<file path="config.mk">
export PLATFORM = sky130hd
export DESIGN_NAME = pool_line_buffer
export DESIGN_NICKNAME = d
export VERILOG_FILES = /design/src/rtl/pool_line_buffer.sv
export SDC_FILE = /design/constraint.sdc
export NUM_CORES = 1
export LEC_CHECK = 0
export CAP_MARGIN = 5
export CORE_ASPECT_RATIO = 1.4
export CORE_MARGIN = 2
export CORE_UTILIZATION = 40
export DETAILED_ROUTE_END_ITERATION = 10
export PLACE_DENSITY_LB_ADDON = 0.25
export SETUP_SLACK_MARGIN = 0.2
export SLEW_MARGIN = 10
export SYNTH_ARGS = -nofsm -noshare
export SYNTH_HDL_FRONTEND = slang
export SYNTH_SLANG_ARGS = --single-unit
</file>
<file path="constraint.sdc">
create_clock -name i_clk -period 5.8 [get_ports i_clk]
set_clock_uncertainty 0.05 [all_clocks]
set_input_delay 0.87 -clock i_clk [delete_from_list [all_inputs] [get_ports i_clk]]
set_output_delay 0.87 -clock i_clk [all_outputs]
set_load 0.03 [all_outputs]
</file>
<file path="src/rtl/pool_line_buffer.sv">
// pool_line_buffer
//   Streaming 3x3 window generator placed directly upstream of avg_pool / conv. Raster-order
//   pixels are accepted one per beat; two row RAMs hold rows r-1 and r-2, and a 3x3 shift window
//   collects the newest three columns. A one-entry output register presents each window.
//
//   Optional build macro: LB_STRIDE2_EN
//     defined   : windows only at positions where (row-2) and (col-2) are both even (stride 2)
//     undefined : a window at every position with row>=2 and col>=2 (stride 1)
//
// Ports
//   i_clk, i_rst          clock (rising edge) and asynchronous active-high reset
//   i_in_valid/o_in_ready input pixel handshake
//   i_in_sof              accepted pixel is (0,0) of a new frame
//   i_in_pix              input pixel
//   o_win_valid/i_win_ready window handshake
//   o_win                 3x3 window, [8]=top-left (oldest), [0]=bottom-right (newest pixel)
//   o_win_row, o_win_col  position of the window's bottom-right pixel
//   o_frame_done          one-cycle pulse after the last window of a frame is accepted
`timescale 1ns / 1ps

module pool_line_buffer #(
  parameter int unsigned PIX_W = 10,
  parameter int unsigned IMG_W = 18,
  parameter int unsigned IMG_H = 18
) (
  input  logic                          i_clk,
  input  logic                          i_rst,
  input  logic                          i_in_valid,
  output logic                          o_in_ready,
  input  logic                          i_in_sof,
  input  logic [PIX_W-1:0]              i_in_pix,
  output logic                          o_win_valid,
  input  logic                          i_win_ready,
  output logic [8:0][PIX_W-1:0]         o_win,
  output logic [$clog2(IMG_H)-1:0]      o_win_row,
  output logic [$clog2(IMG_W)-1:0]      o_win_col,
  output logic                          o_frame_done
);

  localparam int unsigned CW = $clog2(IMG_W);
  localparam int unsigned RW = $clog2(IMG_H);

  localparam logic [CW-1:0] COL_MAX = CW'(IMG_W - 1);
  localparam logic [RW-1:0] ROW_MAX = RW'(IMG_H - 1);

`ifdef LB_STRIDE2_EN
  // (row-2) even is the same as row even: last eligible row/col is the largest even index.
  localparam int unsigned LAST_ROW_I = (IMG_H - 1) - ((IMG_H - 1) % 2);
  localparam int unsigned LAST_COL_I = (IMG_W - 1) - ((IMG_W - 1) % 2);
`else
  localparam int unsigned LAST_ROW_I = IMG_H - 1;
  localparam int unsigned LAST_COL_I = IMG_W - 1;
`endif

  localparam logic [RW-1:0] LAST_ROW = RW'(LAST_ROW_I);
  localparam logic [CW-1:0] LAST_COL = CW'(LAST_COL_I);

  typedef enum logic [1:0] {
    StFill,
    StStream,
    StDone
  } state_t;

  // Storage
  logic [PIX_W-1:0]      r_ram1 [IMG_W];  // row r-1
  logic [PIX_W-1:0]      r_ram2 [IMG_W];  // row r-2
  logic [8:0][PIX_W-1:0] r_shift;

  // Counters, FSM and output register
  logic [CW-1:0]         r_col;
  logic [RW-1:0]         r_row;
  state_t                r_state;
  state_t                w_state_nxt;
  logic                  r_win_valid;
  logic [8:0][PIX_W-1:0] r_win;
  logic [RW-1:0]         r_win_row;
  logic [CW-1:0]         r_win_col;
  logic                  r_win_last;

  logic                  w_accept;
  logic                  w_eligible;
  logic                  w_last_pos;
  logic                  w_win_take;
  logic [CW-1:0]         w_col;
  logic [RW-1:0]         w_row;
  logic [CW-1:0]         w_col_nxt;
  logic [RW-1:0]         w_row_nxt;
  logic [RW-1:0]         w_row_after;
  logic [PIX_W-1:0]      w_up1;
  logic [PIX_W-1:0]      w_up2;
  logic [8:0][PIX_W-1:0] w_shift;

  assign o_in_ready = ~r_win_valid | i_win_ready;
  assign w_accept   = i_in_valid & o_in_ready;
  assign w_win_take = r_win_valid & i_win_ready;

  always_comb begin
    // Start-of-frame forces the accepted pixel to position (0,0).
    w_col = i_in_sof ? '0 : r_col;
    w_row = i_in_sof ? '0 : r_row;

    w_up1 = r_ram1[w_col];
    w_up2 = r_ram2[w_col];

    // Shift left: each window row drops its oldest column and takes the new one on the right.
    w_shift = {r_shift[7:6], w_up2, r_shift[4:3], w_up1, r_shift[1:0], i_in_pix};

    w_eligible = (w_row >= RW'(2)) && (w_col >= CW'(2));
`ifdef LB_STRIDE2_EN
    w_eligible = w_eligible && !w_row[0] && !w_col[0];
`endif
    w_last_pos = (w_row == LAST_ROW) && (w_col == LAST_COL);

    if (w_col == COL_MAX) begin
      w_col_nxt = '0;
      w_row_nxt = (w_row == ROW_MAX) ? '0 : w_row + RW'(1);
    end else begin
      w_col_nxt = w_col + CW'(1);
      w_row_nxt = w_row;
    end
  end

  // Next-state: DONE for one cycle once the frame's last window leaves; otherwise the state
  // tracks whether the row counter has reached the streaming region.
  always_comb begin
    w_state_nxt = r_state;
    w_row_after = w_accept ? w_row_nxt : r_row;
    if (w_win_take && r_win_last) begin
      w_state_nxt = StDone;
    end else if (w_row_after >= RW'(2)) begin
      w_state_nxt = StStream;
    end else begin
      w_state_nxt = StFill;
    end
  end

  // Row RAMs: no reset; rows 0..1 of every frame rewrite them before any window reads them.
  always_ff @(posedge i_clk) begin
    if (w_accept) begin
      r_ram1[w_col] <= i_in_pix;
      r_ram2[w_col] <= w_up1;
    end
  end

  always_ff @(posedge i_clk or posedge i_rst) begin
    if (i_rst) begin
      r_col       <= '0;
      r_row       <= '0;
      r_shift     <= '0;
      r_state     <= StFill;
      r_win_valid <= 1'b0;
      r_win       <= '0;
      r_win_row   <= '0;
      r_win_col   <= '0;
      r_win_last  <= 1'b0;
    end else begin
      r_state <= w_state_nxt;
      if (w_accept) begin
        r_col   <= w_col_nxt;
        r_row   <= w_row_nxt;
        r_shift <= w_shift;
      end
      // Accept implies the output slot is free or being emptied this cycle.
      if (w_accept && w_eligible) begin
        r_win_valid <= 1'b1;
        r_win       <= w_shift;
        r_win_row   <= w_row;
        r_win_col   <= w_col;
        r_win_last  <= w_last_pos;
      end else if (i_win_ready) begin
        r_win_valid <= 1'b0;
      end
    end
  end

  assign o_win_valid  = r_win_valid;
  assign o_win        = r_win;
  assign o_win_row    = r_win_row;
  assign o_win_col    = r_win_col;
  assign o_frame_done = (r_state == StDone);

endmodule

</file>
; ---- Yosys cells after proc, flatten, opt, wreduce, memory -nomap -nowiden
; Memory sizes are Yosys's and may differ from the RTL's.
; Index checks and enable logic that the tools add are counted.
[op_classes]
addsub = 2
n_lt_le_gt_ge = 3
eq_ne = 3
muxes = 12
n_bitwise = 4
reduce_logical = 5
[ops]
columns = operator, count
row1 = $mux W5, 6
row2 = $ge A5 B2 Y1 const B, 3
row3 = $add A5 B1 Y5 const B, 2
row4 = $eq A5 B5 Y1 const B, 2
row5 = $mux W1, 5
row6 = $logic_and A1 B1 Y1, 4
row7 = $and A1 B1 Y1, 2
row8 = $eq A2 B2 Y1 const B, 1
row9 = $mux W2, 1
row10 = $reduce_bool A2 Y1, 1
row11 = $not A1 Y1, 1
row12 = $or A1 B1 Y1, 1
[totals]
reg_bits = 174
mem_bits_rw = 360
input_bits = 15
word_cells = 53
mem_count = 2
[memory_table]
columns = name, depth, width, read_ports, rd_clocked_by_memory_dff, wr, line_no
row1 = r_ram1, 18, 10, 1, 0, 1, 65  ; logic [PIX_W-1:0] r_ram1 [IMG_W];
row2 = r_ram2, 18, 10, 1, 0, 1, 66  ; logic [PIX_W-1:0] r_ram2 [IMG_W];

; ---- Logic depth before layout (Yosys ltp)
; Gate-level depths: netlist of run 1.
[depth]
ltp_word = 8
ltp_mapped = 12
depth_no_buf = 7

; ---- Worst setup path after synthesis of run 1
; Ideal clock, no wire load.
[synth_timing]
kind = input to register
startpoint = in i_in_sof
endpoint = mem r_ram1[11][0], enable pin
t_arrival_ps = 3114
required_time_ps = 5353
slack_ps = 2240
stages = 8
path_buffers = 3
cell_sequence = buf_2 > nand2b_1 > clkinv_1 > clkbuf_1 > clkbuf_1 > ha_1 > nand2_1 > nor2_1
[synth_via]
elab_chain_cells = 1
[synth_rtl]
columns = element, line_no
row1 = "start, declared", 30  ; input logic i_in_sof,
row2 = $mux W5, 99  ; w_col = i_in_sof ? '0 : r_col;
row3 = via w_col[1], 84  ; logic [CW-1:0] w_col;
row4 = "end, declared", 65
; The timed path passes the listed nets, and every way through them passes these cells.

; ---- Worst setup path after layout of run 1
[layout_timing]
startpoint = reg r_col[0]
endpoint = reg r_win (netlist bit o_win[31])
[layout_via]
word_cells_on_any_way = 5
cone_classes = order compare (1) / mux (1) / reduce/logical (2) / memory (1)
[layout_rtl]
columns = element, line_no
row1 = "start, declared", 70  ; logic [CW-1:0] r_col;
row2 = "start signal, assigned", 159  ; r_col <= w_col_nxt;
row3 = $mux W5, 99
row4 = via w_col[0], 84
row5 = $mem_v2 Z18 W10, n/a
row6 = via w_up1[1], 89  ; logic [PIX_W-1:0] w_up1;
row7 = "end signal, assigned", 166  ; r_win <= w_shift;
row8 = "end, declared", 75  ; logic [8:0][PIX_W-1:0] r_win;
; The timed path passes the listed nets, and every way through them passes these cells.
; A chain may end at the register's enable or synchronous reset.

==> results of run 1 <==
## final cells by class
class	instances	share of cell area, %
Clock inverter	18	1.04
Timing Repair Buffer	160	6.16
Inverter	6	0.106
Multi-Input combinational cell	798	22.4
Tap cell	656	3.31
Sequential cell	534	61.2
Clock buffer	76	5.77
## per-stage QoR
| step | area (µm²) | hold WS (ns) | total power [mW] |
|---|---|---|---|
| detailed placement | 23100 | 0.409 | 5.91 |
| floorplan | 21000 | 0.389 | 5.38 |
| global placement | 23100 | 0.403 | 5.88 |
| CTS | 24800 | 0.424 | 9.27 |
| global route | 24800 | 0.444 | 9.53 |
| finish | 24800 | 0.419 | 9.19 |
## cells in the final DEF (no fill, tap or decap), types with 6 or more instances in the layout
cell type,n
mux2_2,72
a22oi_1,9
mux2i_1,73
o2111ai_1,18
a31oi_1,12
clkinv_2,7
o21bai_1,27
bufinv_16,6
clkbuf_16,50
nor2_4,7
nor2_1,68
mux2_1,47
o221ai_1,8
nor2_2,12
clkdlybuf4s50_1,116
nand2b_1,16
clkbuf_1,16
a21oi_1,55
clkbuf_8,7
edfxtp_1,360
nand4_1,18
nand2_1,166
buf_4,40
dfrtp_1,172
o21ai_0,42
o21ai_1,7
nor3b_1,28
nor3_1,7
o22a_1,44
nor2b_1,14
## critical path: stages, from the launching register on
cell	delay, ns
dfrtp_4	0.96
nor2b_1	0.56
inv_1	0.45
buf_4	0.41
o22a_1	0.23
o21ai_0	0.15
nand4_1	0.75
mux2_1	0.62
## registers in the layout, indices dropped and copies added, names as in the netlist, 2 cells and up
signal	flops
r_row	5
r_state	2
o_win_col	5
r_shift	60
r_ram2	180
r_ram1	180
r_col	5
o_win_row	5
o_win	90
## logic make-up after synthesis
group           after synthesis  synth area share, %
fa+ha+maj                     4                0.238
mux                         192                 9.85
simple gates                355                 7.80
buf+inv                      99                 1.95
flops                       534                 72.1
xor+xnor                      1               0.0416
compound gates              246                 8.02
## layer usage
layer / track usage [%] / vias up
met5: 0 / -
met4: 6.91 / 0
met3: 2.35 / 90
met2: 35.3 / 315
met1: 23.5 / 6342
li1: - / 5572
## Yosys cell counts, drive strengths merged, types with 18 or more instances
library cell  instances  area (µm²)
nand2               167         627
mux2i                73         731
o21bai               27         203
dfrtp               174        4350
mux2                119        1340
nor2                 87         334
o21ai                49         245
edfxtp              360       10800
nand4                18         113
o22a                 44         385
o2111ai              18         158
clkbuf               59         221
nor3b                28         210
a21oi                55         275
buf                  34         166
## how the worst max path moves through the flow
stage / start / to / slack (ns) / cells after the start
5_1_grt: r_col[0] / o_win[31] / 1.27 / 7
4_1_cts: r_col[0] / o_win[31] / 1.46 / 7
2_1_floorplan: i_in_sof / r_ram1[11][0] / 2.24 / 8
3_5_place_dp: i_in_sof / o_win[83] / 0.99 / 8
3_3_place_gp: i_in_sof / o_win[82] / 1.03 / 8
6_report: r_col[0] / o_win[31] / 1.43 / 7
## power by group through the flow
stage | sequential (mW) | combinational, mW | clock (mW)
2_1_floorplan | 4.66 | 0.717 | 0
3_5_place_dp | 4.75 | 1.16 | 0
6_report | 4.67 | 1.15 | 3.37
3_3_place_gp | 4.74 | 1.14 | 0
5_1_grt | 4.70 | 1.26 | 3.57
4_1_cts | 4.67 | 1.16 | 3.43
==> reports/metrics.cfg, run 1 <==
[status]
outcome=finished, final reports clean

[sta]
fin_crit_sh_pct=75.3
fmax_mhz=229
final.min_clock_period_ns=4.37
tightest_slew_ns=1.06
hold_viol_final=0
tns_ns=0
setup_ws_ns=1.43
final_max_slew_viol_count=0
setup_viol=0
worst_slew_margin_rel_pct=29.2
rsz0062_at_grt=false

[clocking]
cts_made_buffers=50
clockBufferDepth=3
cts_sinks=534
cts_setup_buffers=0
worstSkewPairLatency_ns=0.58
cts_resized=0
cts-htree-levels=2
path_clk_slew_ns=0.06
ctsHoldBuffers=0
root_buffer=clkbuf_16
cts_tree=built

[die]
rows=99
start_util_pct=40.4
die_h_um=275
die-area_um2=54500
core_um2=52000
ios=118
fp.dieW_um=198

[global_routing]
overflow=0
grt_pass1_vias=12700
grt.total_usage_pct=19.3
grt_max_degree=175
grt_pass1_wl_um=78700
grt_antenna_before_repair=0

[final_layout]
antenna_cells=0
area.growth.synth_to_final_pct=17.8
fill_cells=4519
finalNetCount=1569
regArea_um2=15200
final_core_util_pct=47.6
multiInputGateArea_um2=5540
fin_cells=2248
layout-drive-gt1-share_pct=13.8

[worst_setup_path]
critPathLaunchType=flip-flop
r2r_cells=7
reg2reg_slack_ns=1.43
crit_type=reg -> reg
endpoint_kind=flip-flop
crit_arrival_ns=4.78
crit_fanout=61
reg2reg_from=r_col[0]
cp.required_ns=6.21
rr_endpoint=o_win[31]

[power]
p_comb_share_pct=12.6
p_sw_mw=2.35
ir_drop_v=0.000236
p_leak_nw=9.42
swShare_pct=25.6
p_clk_share_pct=36.6
seqPwrFrac_pct=50.8
cellInternalPower_mw=6.83
power_density_nw_per_um2=371

[drt]
vias=12300
antenna_left=0
drt-wirelength-per-cell_um=23.2
dr_wl_met2_um=27400
avgViaCountPerCell=5.48
route.met3.wl_um=2100
top_layer=met4
drt_iter0_drc=962
routed_wl_um=52100
drtPass1Iterations=7
drcViolationCount=0
met1_length_um=20900

[placed_design]
gp_congestion=0.776
place_inst=2154
place_ws_ns=0.990
dp_hpwl_um=31100
io_buffers=117

[yosys]
syn_inst=1431
ys_ff_latch=534
syn_area_per_cell_um2=14.7
ys_seq_area_share_pct=72.1
synth_area_um2=21000
ys.flop_type=edfxtp_1
ys_types=56
synthArstFlopShare_pct=32.6
synthesis.nets=1450
synth-edff-count=360
ys_warn_count=0

[min_path]
hold_class=reg -> reg
holdPathStages=2
worstHoldStart=r_shift[17]
hold_end=r_shift[17]

[run]
drv_cap=0

No activity file was read; power rests on OpenSTA's default activity.
==> run 2, diff against run 1 <==
Clock period 5.8 ns to 4 ns, I/O delays scaled along.
==> reports/metrics.cfg, run 2 (same netlist as run 1, synthesis figures left out) <==
[status]
outcome=finished, final reports clean

[final_layout]
fin_cells=2271  ; +1.0%
antenna_cells=0  ; unchanged
finalNetCount=1592  ; +1.5%
regArea_um2=15200  ; unchanged
layout-drive-gt1-share_pct=15.3  ; +1.5 points
multiInputGateArea_um2=5510  ; -0.45%
fill_cells=4528  ; +0.20%
final_core_util_pct=48.0  ; +0.43 points
area.growth.synth_to_final_pct=18.8
layout_common_cells=edfxtp_1, dfrtp_1, nand2_1
final_area_um2=25000  ; +0.91%
final_common_cell=edfxtp_1

[clocking]
root_buffer=clkbuf_16
cts_resized=0  ; unchanged
worstSkewPairLatency_ns=0.60  ; +0.02 ns
cts_setup_buffers=0  ; unchanged
cts-htree-levels=2  ; unchanged
path_clk_slew_ns=0.06  ; about the same
ctsHoldBuffers=0  ; unchanged
cts_made_buffers=50  ; unchanged
cts_sinks=534  ; unchanged
clockBufferDepth=3  ; unchanged
cts_tree=built

[placed_design]
placed_area_um2=23300  ; +0.86%
place_ws_ns=0.754  ; -0.236 ns
gp_congestion=0.798  ; +3.0%
dp_hpwl_um=33100  ; +6.3%
place_inst=2177  ; +1.1%
io_buffers=117  ; unchanged

[die]
die-area_um2=54500  ; unchanged
ios=118  ; unchanged
rows=99  ; unchanged
die_h_um=275  ; unchanged
core_um2=52000  ; unchanged
fp.dieW_um=198  ; unchanged
start_util_pct=40.4  ; unchanged

[power]
ir_drop_v=0.000356  ; +51%
p_leak_nw=9.55  ; +1.4%
power_density_nw_per_um2=538  ; +45%
power_mw=13.5  ; +46%

[drt]
avgViaCountPerCell=5.47  ; -0.19%
drt-wirelength-per-cell_um=23.2  ; about the same
routed_wl_um=52700  ; +1.1%
drt_iter0_drc=967  ; +0.52%
antenna_left=0  ; unchanged
vias=12400  ; +0.83%
drtPass1Iterations=5  ; -2
drcViolationCount=0  ; unchanged

[worst_setup_path]
crit_chain=nor3b_1, and2_1, o221ai_1, nand4_1, buf_4, mux2_2
max_stage_delay_ns=0.78  ; -0.18 ns
endpoint_kind=flip-flop
crit_family=simple AND/OR/NAND/NOR gates
cpMaxStageDelayCell=and2_1
crit_type=reg -> reg
cp.required_ns=4.48  ; -1.73 ns
crit_fanout=20  ; -67%
critPathLaunchType=flip-flop
crit_arrival_ns=3.43  ; -1.35 ns
crit_buf_inv=1  ; -1

[sta]
fmax_mhz=339  ; +48%
holdWs_ns=0.227  ; -0.192 ns
setup_ws_ns=1.05  ; -0.378 ns
rsz0062_at_grt=false
fin_crit_sh_pct=73.7  ; -1.6 points
setup_viol=0  ; unchanged
tightest_slew_ns=1.22  ; +0.160 ns
final.min_clock_period_ns=2.95  ; -1.42 ns
final_max_slew_viol_count=0  ; unchanged
worst_slew_margin_rel_pct=18.7  ; -11 points
hold_viol_final=0  ; unchanged
tns_ns=0  ; unchanged

[min_path]
hold_class=in -> async

[global_routing]
use_met1_pct=23.1  ; -0.37 points
grt_pass1_wl_um=79600  ; +1.2%
grt.total_usage_pct=19.6  ; +0.29 points
use_met3_pct=2.59  ; +0.24 points
grt_pass1_vias=12700  ; -0.14%
grt.met2_usage_pct=36.0  ; +0.69 points
grt_max_degree=93  ; -47%
grt.busiest_layer=met2
grt_antenna_before_repair=0  ; unchanged
overflow=0  ; unchanged

[run]
drv_cap=0  ; unchanged

## run 2: changes by cell type in the layout (fill, tap and decap cells not counted), sizes merged
cell / change
buf: +23
clkbuf: -10
clkinv: +4
clkinvlp: +3
inv: +3
## run 2: path summary, 6_finish.rpt
path | startpoint | endpoint | slack (ns) | cells past startpoint
max | r_col[2] | r_shift[32] | 1.05 | 6
min in group i_clk | i_in_sof | r_row[0] | 0.39 | 2
max reg2reg | r_col[2] | r_shift[32] | 1.05 | 6
min reg2reg | r_shift[73] | r_shift[73] | 0.42 | 2
max in group asynchronous | i_rst | r_shift[10] | 2.93 | 3
min | i_rst | r_shift[30] | 0.23 | 2
## run 2: final cells by class
cell class / instances / area share (%)
clock buffers: 66 / 5.57
clock inverters: 28 / 1.29
inverters: 6 / 0.105
multi-input cells: 798 / 22.1
flip-flops and latches: 534 / 60.7
well taps: 656 / 3.28
repair buffers: 183 / 7.00
## run 2: power breakdown
part | total (mW) | leakage, nW | switching, mW | internal [mW]
Clock | 4.93 | 0.836 | 2.07 | 2.85
Sequential | 6.72 | 5.55 | 0.208 | 6.51
Combinational | 1.81 | 3.17 | 1.25 | 0.557
Total | 13.5 | 9.55 | 3.53 | 9.92
## run 2: layer usage
| layer | part of all wire (%) | vias up |
|---|---|---|
| li1 | - | 5630 |
| met1 | 39 | 6353 |
| met2 | 53 | 345 |
| met3 | 4.5 | 93 |
| met4 | 3.9 | 0 |
| met5 | 0 | - |
==> run 3, diff against run 2 <==
Clock period 4 ns to 2.65 ns, I/O delays scaled along.
==> reports/metrics.cfg, run 3 (same netlist as run 1, synthesis figures left out) <==
[worst_setup_path]
max_stage_delay_ns=0.52  ; -0.26 ns
crit_fanout=8  ; -60%
crit_chain=nor2b_2, inv_2, ha_4, nor2_1, a2111o_2, buf_12, bufbuf_16, mux2_1
crit_family=buffers and inverters
crit_arrival_ns=2.88  ; -0.55 ns
critPathLaunchType=flip-flop
endpoint_kind=flip-flop
crit_type=reg -> reg
cp.required_ns=3.09  ; -1.39 ns
cpMaxStageDelayCell=dfrtp_4
crit_buf_inv=3  ; +2

[die]
fp.dieW_um=198  ; unchanged
core_um2=52000  ; unchanged
rows=99  ; unchanged
die_h_um=275  ; unchanged
start_util_pct=40.4  ; unchanged
ios=118  ; unchanged
die-area_um2=54500  ; unchanged

[sta]
setup_ws_ns=0.207  ; -0.846 ns
tightest_slew_ns=0.781  ; -0.438 ns
fin_crit_sh_pct=92.2  ; +19 points
worst_slew_margin_rel_pct=47.8  ; +29 points
hold_viol_final=0  ; unchanged
holdWs_ns=0.0430  ; -0.184 ns
final.min_clock_period_ns=2.44  ; -0.504 ns
final_max_slew_viol_count=0  ; unchanged
setup_viol=0  ; unchanged
fmax_mhz=409  ; +21%
rsz0062_at_grt=true

[run]
drv_cap=0  ; unchanged

[final_layout]
area.growth.synth_to_final_pct=23.4
layout-drive-gt1-share_pct=19.3  ; +4.1 points
antenna_cells=0  ; unchanged
final_core_util_pct=49.9  ; +1.8 points
final_common_cell=edfxtp_1
layout_common_cells=edfxtp_1, dfrtp_1, nand2_1
finalNetCount=1656  ; +4.0%
final_area_um2=26000  ; +3.8%
fill_cells=4352  ; -3.9%

[placed_design]
placed_area_um2=24000  ; +3.2%
io_buffers=117  ; unchanged
dp_hpwl_um=34400  ; +3.9%
place_ws_ns=-0.0279  ; -0.782 ns
gp_congestion=0.825  ; +3.3%

[clocking]
cts_made_buffers=51  ; +2.0%
cts_sinks=534  ; unchanged
root_buffer=clkbuf_16
clockBufferDepth=3  ; unchanged
worstSkewPairLatency_ns=0.61  ; about the same
cts-htree-levels=2  ; unchanged
cts_tree=built
path_clk_slew_ns=0.07  ; about the same

[power]
cellInternalPower_mw=15.2  ; +53%
seqPwrFrac_pct=49.2  ; -0.8 points
p_clk_share_pct=35.6  ; -1.0 points
ir_drop_v=0.000528  ; +48%
swShare_pct=26.3  ; about the same
p_sw_mw=5.41  ; +53%
power_density_nw_per_um2=794  ; +47%
p_comb_share_pct=15.2  ; +1.8 points
p_leak_nw=10.0  ; +5.1%

[global_routing]
grt_pass1_wl_um=81600  ; +2.5%
overflow=0  ; unchanged
grt_pass1_vias=12900  ; +1.5%
grt_max_degree=88  ; -5.4%
grt_antenna_before_repair=0  ; unchanged
grt.total_usage_pct=20.2  ; +0.58 points

[drt]
drt_iter0_drc=863  ; -11%
drcViolationCount=0  ; unchanged
routed_wl_um=54400  ; +3.2%
drtPass1Iterations=5  ; unchanged
avgViaCountPerCell=5.43  ; -0.73%
antenna_left=0  ; unchanged
drt-wirelength-per-cell_um=23.3  ; +0.33%
vias=12700  ; +2.1%

[status]
outcome=finished, final reports clean

[min_path]
hold_class=in -> async

run 3: power by group through the flow:
stage | registers [mW] | clock network [mW] | logic (mW)
6_report | 10.1 | 7.33 | 3.13
5_1_grt | 10.2 | 7.81 | 3.38
4_1_cts | 10.1 | 7.50 | 3.15
3_5_place_dp | 10.3 | 0 | 3.11
3_3_place_gp | 10.3 | 0 | 3.06
2_1_floorplan | 10.2 | 0 | 1.60
run 3: stage by stage:
| stage | setup TNS, ns | instances | power (mW) |
|---|---|---|---|
| 2_1_floorplan | -4.44 | 1431 | 11.8 |
| 3_3_place_gp | -0.0102 | 2232 | 13.4 |
| 3_5_place_dp | -0.0544 | 2232 | 13.4 |
| 4_1_cts | 0 | 2335 | 20.8 |
| 5_1_grt | 0 | 2336 | 21.4 |
| 6_report | 0 | 2336 | 20.6 |
run 3: timing repair:
action / 4_1_cts / 5_1_grt
buffers inserted: 4 / 1
cloned: 3 / 0
pin swaps: 0 / 4
setup endpoints to repair: 51 / 56
hold buffers: 0 / 0
resized for setup: 11 / 11
run 3: final timing paths:
| kind | start | end | slack [ns] | cells past startpoint |
|---|---|---|---|---|
| setup / recovery | r_col[0] | o_win[27] | 0.21 | 8 |
| hold / removal | i_rst | r_shift[42] | 0.04 | 2 |
| setup reg to reg | r_col[0] | o_win[27] | 0.21 | 8 |
| hold reg to reg | r_shift[71] | r_shift[71] | 0.42 | 2 |
| max in group asynchronous | i_rst | r_shift[18] | 1.73 | 3 |
| min in group i_clk | i_in_sof | o_win_col[1] | 0.27 | 3 |
run 3: final cells by class:
type                            count  area [µm²]  share of cell area, %
Tap cell                          656         821                   3.16
Clock buffer                       77        1520                   5.84
Sequential cell                   534       15200                   58.5
Multi-Input combinational cell    798        5610                   21.6
Timing Repair Buffer              246        2620                   10.1
Inverter                            6        27.5                  0.106
Clock inverter                     19         188                  0.723
run 3: layer usage:
layer  GRT usage [%]  wire length (µm)
met1            25.1             21900
met2            35.8             28300
met5               0                 0
met3            2.75              2300
met4            7.84              1900
